--- src/rtl/uart_pkg.sv ---
// uart_pkg: shared types and line levels for the UART transmit path.
//   tx_state_t  : transmitter frame state
//   IDLE_LEVEL  : line level between frames
//   START_LEVEL : start-bit level
//   STOP_LEVEL  : stop-bit level
package uart_pkg;

  typedef enum logic [2:0] {
    IDLE,
    START,
    DATA,
    PARITY,
    STOP
  } tx_state_t;

  localparam logic IDLE_LEVEL  = 1'b1;
  localparam logic START_LEVEL = 1'b0;
  localparam logic STOP_LEVEL  = 1'b1;

endpackage

--- src/rtl/uart_tx_ser_baud_tick.sv ---
// baud_tick: bit-period cycle counter for the UART transmitter.
// Counts 0..CLKS_PER_BIT-1 while en is high and wraps to 0; tick is high
// for the single cycle in which the counter sits at its terminal value.
//   clk  : system clock, rising edge
//   rst  : synchronous active-high reset (counter to 0)
//   clr  : synchronous clear, restarts the bit period
//   en   : count enable
//   tick : terminal-count strobe (combinational from the counter)
module baud_tick #(
  parameter int unsigned CLKS_PER_BIT = 868
) (
  input  logic clk,
  input  logic rst,
  input  logic clr,
  input  logic en,
  output logic tick
);

  localparam int unsigned CNT_W = $clog2(CLKS_PER_BIT);
  localparam logic [CNT_W-1:0] LAST = CNT_W'(CLKS_PER_BIT - 1);

  logic [CNT_W-1:0] cnt;

  assign tick = en && (cnt == LAST);

  always_ff @(posedge clk) begin
    if (rst || clr) begin
      cnt <= '0;
    end else if (en) begin
      cnt <= tick ? '0 : cnt + CNT_W'(1);
    end
  end

endmodule

--- src/rtl/uart_tx_ser.sv ---
// uart_tx_ser: byte-wide UART transmitter (8N1, optional even parity).
// Accepts a word on valid && ready, then sends start bit, DATA_W data bits
// LSB first, optional parity bit and one stop bit, each CLKS_PER_BIT cycles.
//   clk   : system clock, rising edge
//   rst   : synchronous active-high reset, aborts any frame in progress
//   data  : word to send, sampled only on accept
//   valid : producer offers data
//   ready : transmitter can accept a word this cycle (state is IDLE)
//   txd   : registered serial output, idle high
//   busy  : a frame is in progress
// Build option: define UART_TX_PARITY_EN to insert an even-parity bit
// between the last data bit and the stop bit.
module uart_tx_ser
  import uart_pkg::*;
#(
  parameter int unsigned CLKS_PER_BIT = 868,
  parameter int unsigned DATA_W       = 8
) (
  input  logic              clk,
  input  logic              rst,
  input  logic [DATA_W-1:0] data,
  input  logic              valid,
  output logic              ready,
  output logic              txd,
  output logic              busy
);

  if (CLKS_PER_BIT < 2) begin : g_bad_clks_per_bit
    $error("uart_tx_ser: CLKS_PER_BIT must be >= 2");
  end

  localparam int unsigned BIT_W = $clog2(DATA_W + 1);
  localparam logic [BIT_W-1:0] LAST_BIT = BIT_W'(DATA_W - 1);

  tx_state_t         state;
  tx_state_t         state_nxt;
  logic [DATA_W-1:0] shreg;
  logic [BIT_W-1:0]  bit_idx;
  logic              txd_q;
  logic              txd_nxt;
  logic              accept;
  logic              tick;
  logic              last_bit;
`ifdef UART_TX_PARITY_EN
  logic              par_q;
`endif

  assign ready    = (state == IDLE);
  assign busy     = (state != IDLE);
  assign accept   = valid && ready;
  assign last_bit = (bit_idx == LAST_BIT);
  assign txd      = txd_q;

  // Cleared on accept so every bit period is aligned to the accept edge.
  baud_tick #(
    .CLKS_PER_BIT(CLKS_PER_BIT)
  ) u_baud_tick (
    .clk (clk),
    .rst (rst),
    .clr (accept),
    .en  (busy),
    .tick(tick)
  );

  // State register.
  always_ff @(posedge clk) begin
    if (rst) begin
      state <= IDLE;
    end else begin
      state <= state_nxt;
    end
  end

  // Next-state logic.
  always_comb begin
    state_nxt = state;
    unique case (state)
      IDLE:  if (accept) state_nxt = START;
      START: if (tick) state_nxt = DATA;
      DATA: begin
        if (tick && last_bit) begin
`ifdef UART_TX_PARITY_EN
          state_nxt = PARITY;
`else
          state_nxt = STOP;
`endif
        end
      end
`ifdef UART_TX_PARITY_EN
      PARITY: if (tick) state_nxt = STOP;
`endif
      STOP:  if (tick) state_nxt = IDLE;
      default: state_nxt = IDLE;
    endcase
  end

  // Output logic: txd is registered, so this computes the level the line
  // takes from the next edge. During DATA the bit after the current one is
  // shreg[1], because the shift happens on the same edge.
  always_comb begin
    txd_nxt = txd_q;
    if (accept) begin
      txd_nxt = START_LEVEL;
    end else if (tick) begin
      unique case (state)
        START: txd_nxt = shreg[0];
        DATA: begin
          if (last_bit) begin
`ifdef UART_TX_PARITY_EN
            txd_nxt = par_q;
`else
            txd_nxt = STOP_LEVEL;
`endif
          end else begin
            txd_nxt = shreg[1];
          end
        end
`ifdef UART_TX_PARITY_EN
        PARITY: txd_nxt = STOP_LEVEL;
`endif
        STOP:    txd_nxt = IDLE_LEVEL;
        default: txd_nxt = IDLE_LEVEL;
      endcase
    end
  end

  // Datapath registers: shifter, bit index, line driver and parity latch.
  always_ff @(posedge clk) begin
    if (rst) begin
      shreg   <= '0;
      bit_idx <= '0;
      txd_q   <= IDLE_LEVEL;
`ifdef UART_TX_PARITY_EN
      par_q   <= 1'b0;
`endif
    end else begin
      txd_q <= txd_nxt;
      if (accept) begin
        shreg   <= data;
        bit_idx <= '0;
`ifdef UART_TX_PARITY_EN
        par_q   <= ^data;
`endif
      end else if ((state == DATA) && tick) begin
        shreg   <= shreg >> 1;
        bit_idx <= last_bit ? '0 : bit_idx + BIT_W'(1);
      end
    end
  end

endmodule

--- config.mk ---
export PLATFORM = sky130hd
export DESIGN_NAME = uart_tx_ser
export DESIGN_NICKNAME = d
export VERILOG_FILES = /design/src/rtl/uart_pkg.sv /design/src/rtl/uart_tx_ser_baud_tick.sv /design/src/rtl/uart_tx_ser.sv
export SDC_FILE = /design/constraint.sdc
export NUM_CORES = 1
export LEC_CHECK = 0
export BUFFER_PORTS_ARGS = -buffer_cell sky130_fd_sc_hd__buf_2
export CAP_MARGIN = 0
export CORE_ASPECT_RATIO = 1.1
export CORE_UTILIZATION = 30
export CTS_BUF_LIST = sky130_fd_sc_hd__clkbuf_8 sky130_fd_sc_hd__clkbuf_16
export DETAILED_ROUTE_END_ITERATION = 6
export SLEW_MARGIN = 15
export SYNTH_ARGS = -nofsm -noshare
export SYNTH_HDL_FRONTEND = slang
export SYNTH_SLANG_ARGS = --single-unit
--- constraint.sdc ---
create_clock -name clk -period 2.45 [get_ports clk]
set_input_delay 0.6125 -clock clk [delete_from_list [all_inputs] [get_ports clk]]
set_output_delay 0.6125 -clock clk [all_outputs]
set_load 0.05 [all_outputs]
==> reports/results.tsv <==
stage	metric	value	unit
finish	fillers	416	
critical_path	r2r_end	bit_idx[3]$_SDFFE_PP0P_	
logic_synthesis	syn_inst	135	
die	ios	14	
critical_path	path_class	reg2out	
power_and_ir_drop	p_leak	0.576	nW
logic_synthesis	synth.avg_cell_area	9.40	um^2
die	core_area	3990	um^2
logic_synthesis	synth-seq-cells	26	
clock_network	clockRootBuffer	clkbuf_8	
placement	dp_hpwl	1.76	mm
clock_network	holdBufCountCts	0	
clock_network	cts_setup_buffers	0	
min_path	worstHoldPathCells	2	
clock_network	cts_buffers	3	
finish	drive_above_1_share	0.186	
clock_network	clock_path_buffers	2	
critical_path	cp-start-kind	flop	
logic_synthesis	synth_nets	148	
drt	vias	998	
global_routing	grt_usage	0.121	
power_and_ir_drop	ir_drop	342	uV
critical_path	cp.required	1.84	ns
power_and_ir_drop	power_density	538	nW/um^2
run	max_cap_violations	0	
die	die_x	64.0	um
logic_synthesis	ys_warn_count	0	
critical_path	critPathArrivalTime	1.59	ns
logic_synthesis	syn-cell-area	1270	um^2
sta	maxSlewHeadroom	0.638	
drt	via_per_inst	5.07	
critical_path	end_kind	output port	
drt	ant_nets	0	
die	rows	24	
drt	wl	2.39	mm
finish	stdcell_count	197	
global_routing	antenna_found_initial	0	
die	start_util	0.318	
clock_network	clkLatencyLatePin	0.27	ns
placement	gp_congestion	0.819	
critical_path	timing.rr.start	u_baud_tick.cnt[0]$_SDFFE_PP0P_	
clock_network	cts_resized	0	
sta	timing.fmax	453	MHz
drt	post_drt_wl_per_cell	12.1	um
placement	io_buffers	13	
finish	num_antenna_cells	0	
min_path	holdCritPathClass	reg2reg	
logic_synthesis	ys_seq_area_frac	0.410	
clock_network	cts_sinks	26	
finish	multiInputGateArea	703	um^2
sta	timing.final.crit_period	2.21	ns
sta	slew_violations	0	
sta	fin_crit_sh	0.901	
sta	hold_viol	0	
finish	areaGrowthSynthToFinish	10.6	%
clock_network	htree_levels	1	
critical_path	r2r_cells	5	
global_routing	grt_max_degree	19	
drt	drcViolationCount	0	
critical_path	critPathLaunch	state[2]$_SDFFE_PP0P_	
drt	drt_iter0_drc	47	
sta	worst_pin_slew	0.540	ns
critical_path	cp_max_fo	7	
global_routing	grt_overflow	0	
placement	dp.cells	194	
critical_path	rrSetupSlack	0.47	ns
logic_synthesis	synth.distinct_cells	37	
finish	final_nets	160	
finish	seq_area	520	um^2
sta	setup_violations	0	
die	die_area	4490	um^2
clock_network	clk_pin_slew	0.08	ns
outcome	status	completed	
die	die_y	70.2	um
clock_network	cts_tree	built	
sta	rsz0062_at_grt	false	
sta	finalSetupTns	0	ns
sta	skew	0.00610	ns
drt	drt_pass1_iterations	4	
global_routing	grt_pass1_wl	4.32	mm
global_routing	grt_pass1_vias	1003	
critical_path	cp-endpoint	busy	
cells in the mapped netlist:
cell | count | share of area
nand4_1 | 4 | 0.020
inv_1 | 1 | 0.0030
and4bb_2 | 1 | 0.0099
or3_1 | 2 | 0.0099
nor3_2 | 1 | 0.0079
ha_1 | 2 | 0.020
and3_1 | 2 | 0.0099
buf_2 | 3 | 0.012
nor4_1 | 1 | 0.0049
and2_1 | 1 | 0.0049
a31oi_1 | 1 | 0.0049
o21ai_0 | 4 | 0.016
nand4_4 | 2 | 0.034
nand3b_2 | 1 | 0.0089
nor2b_1 | 1 | 0.0049
nand2b_1 | 1 | 0.0049
nand3b_1 | 2 | 0.012
nor3b_1 | 1 | 0.0059
inv_2 | 1 | 0.0030
or3b_1 | 1 | 0.0069
xor2_1 | 8 | 0.055
nor2_1 | 19 | 0.056
a211oi_1 | 7 | 0.041
buf_4 | 1 | 0.0059
o311a_1 | 1 | 0.0079
buf_6 | 1 | 0.0089
nand3_1 | 6 | 0.024
a211oi_2 | 1 | 0.0099
a21oi_1 | 9 | 0.036
dfxtp_1 | 26 | 0.41
nand2_2 | 1 | 0.0049
clkbuf_1 | 1 | 0.0030
nor3b_4 | 2 | 0.030
or4_1 | 1 | 0.0059
mux2i_1 | 9 | 0.071
nand2_1 | 8 | 0.024
or2_2 | 1 | 0.0049
cells by family (layout without fill, tap and decap cells):
group           Yosys count  after routing  share of synthesized area
xor+xnor                  8              8                     0.0552
fa+ha+maj                 2              2                     0.0197
mux                       9              9                     0.0710
flops                    26             26                      0.410
buf+inv                   8             18                     0.0355
simple gates             59             59                      0.293
compound gates           23             23                      0.115
registers in the layout, indices dropped and copies added, names as in the netlist:
| register | flops |
|---|---|
| shreg | 8 |
| bit_idx | 4 |
| txd | 1 |
| u_baud_tick.cnt | 10 |
| state | 3 |
critical path, cell delays in order (launching register included):
cell and delay (ns):
dfxtp_1 0.41, nor3_2 0.52, inv_2 0.15, buf_2 0.25
cells in the final DEF, fill, tap and decap left out:
cell type	Yosys	final
nand2_1	8	8
xor2_1	8	8
o311a_1	1	1
nand2b_1	1	1
nand2_2	1	1
buf_2	3	13
nor2_1	19	19
dfxtp_1	26	26
nand4_4	2	2
a211oi_1	7	7
a21oi_1	9	9
or3_1	2	2
nor3b_1	1	1
nor3b_4	2	2
o21ai_0	4	4
or3b_1	1	1
a31oi_1	1	1
nand3_1	6	6
ha_1	2	2
nor4_1	1	1
a211oi_2	1	1
inv_2	1	1
mux2i_1	9	9
or4_1	1	1
or2_2	1	1
nor3_2	1	1
clkbuf_8	0	3
nand4_1	4	4
and2_1	1	1
nand3b_1	2	2
nand3b_2	1	1
nor2b_1	1	1
and3_1	2	2
and4bb_2	1	1
inv_1	1	1
through the flow:
stage	cell area (um^2)	power (mW)	utilization	setup WS, ns	hold slack [ns]
floorplan	1270	0.511	-	0.144	0.447
global placement	1360	0.529	0.341	0.535	0.465
detailed placement	1360	0.531	0.341	0.480	0.474
CTS	1400	0.765	0.351	0.233	0.486
global route	1400	0.795	0.351	0.145	0.522
finish	1400	0.755	0.351	0.243	0.478
cell type report:
type / instances / share of cell area
clock buffers: 3 / 0.0294
well taps: 52 / 0.0464
flip-flops and latches: 26 / 0.371
repair buffers: 13 / 0.0464
multi-input cells: 101 / 0.501
inverters: 2 / 0.00535
worst min path at each step:
stage,end,slack [ns],from
final,shreg[7]$_SDFFE_PP0P_,0.48,shreg[7]$_SDFFE_PP0P_
after global routing,shreg[7]$_SDFFE_PP0P_,0.52,shreg[7]$_SDFFE_PP0P_
after CTS,shreg[7]$_SDFFE_PP0P_,0.49,shreg[7]$_SDFFE_PP0P_
after detailed placement,shreg[7]$_SDFFE_PP0P_,0.47,shreg[7]$_SDFFE_PP0P_
after global placement,shreg[7]$_SDFFE_PP0P_,0.46,shreg[7]$_SDFFE_PP0P_
after floorplan,shreg[7]$_SDFFE_PP0P_,0.45,shreg[7]$_SDFFE_PP0P_
metal layers:
| layer | global-route usage | routed length, um |
|---|---|---|
| met5 | 0 | 0 |
| met4 | 0.0455 | 27 |
| met3 | 0.0408 | 102 |
| met2 | 0.193 | 1130 |
| met1 | 0.150 | 1140 |
power by group:
group          switching [mW]  internal (mW)  total (mW)
logic                  0.0473         0.0266      0.0739
clock network           0.123          0.110       0.233
registers              0.0109          0.436       0.447
Note: power is estimated with default switching activity, not from simulation.
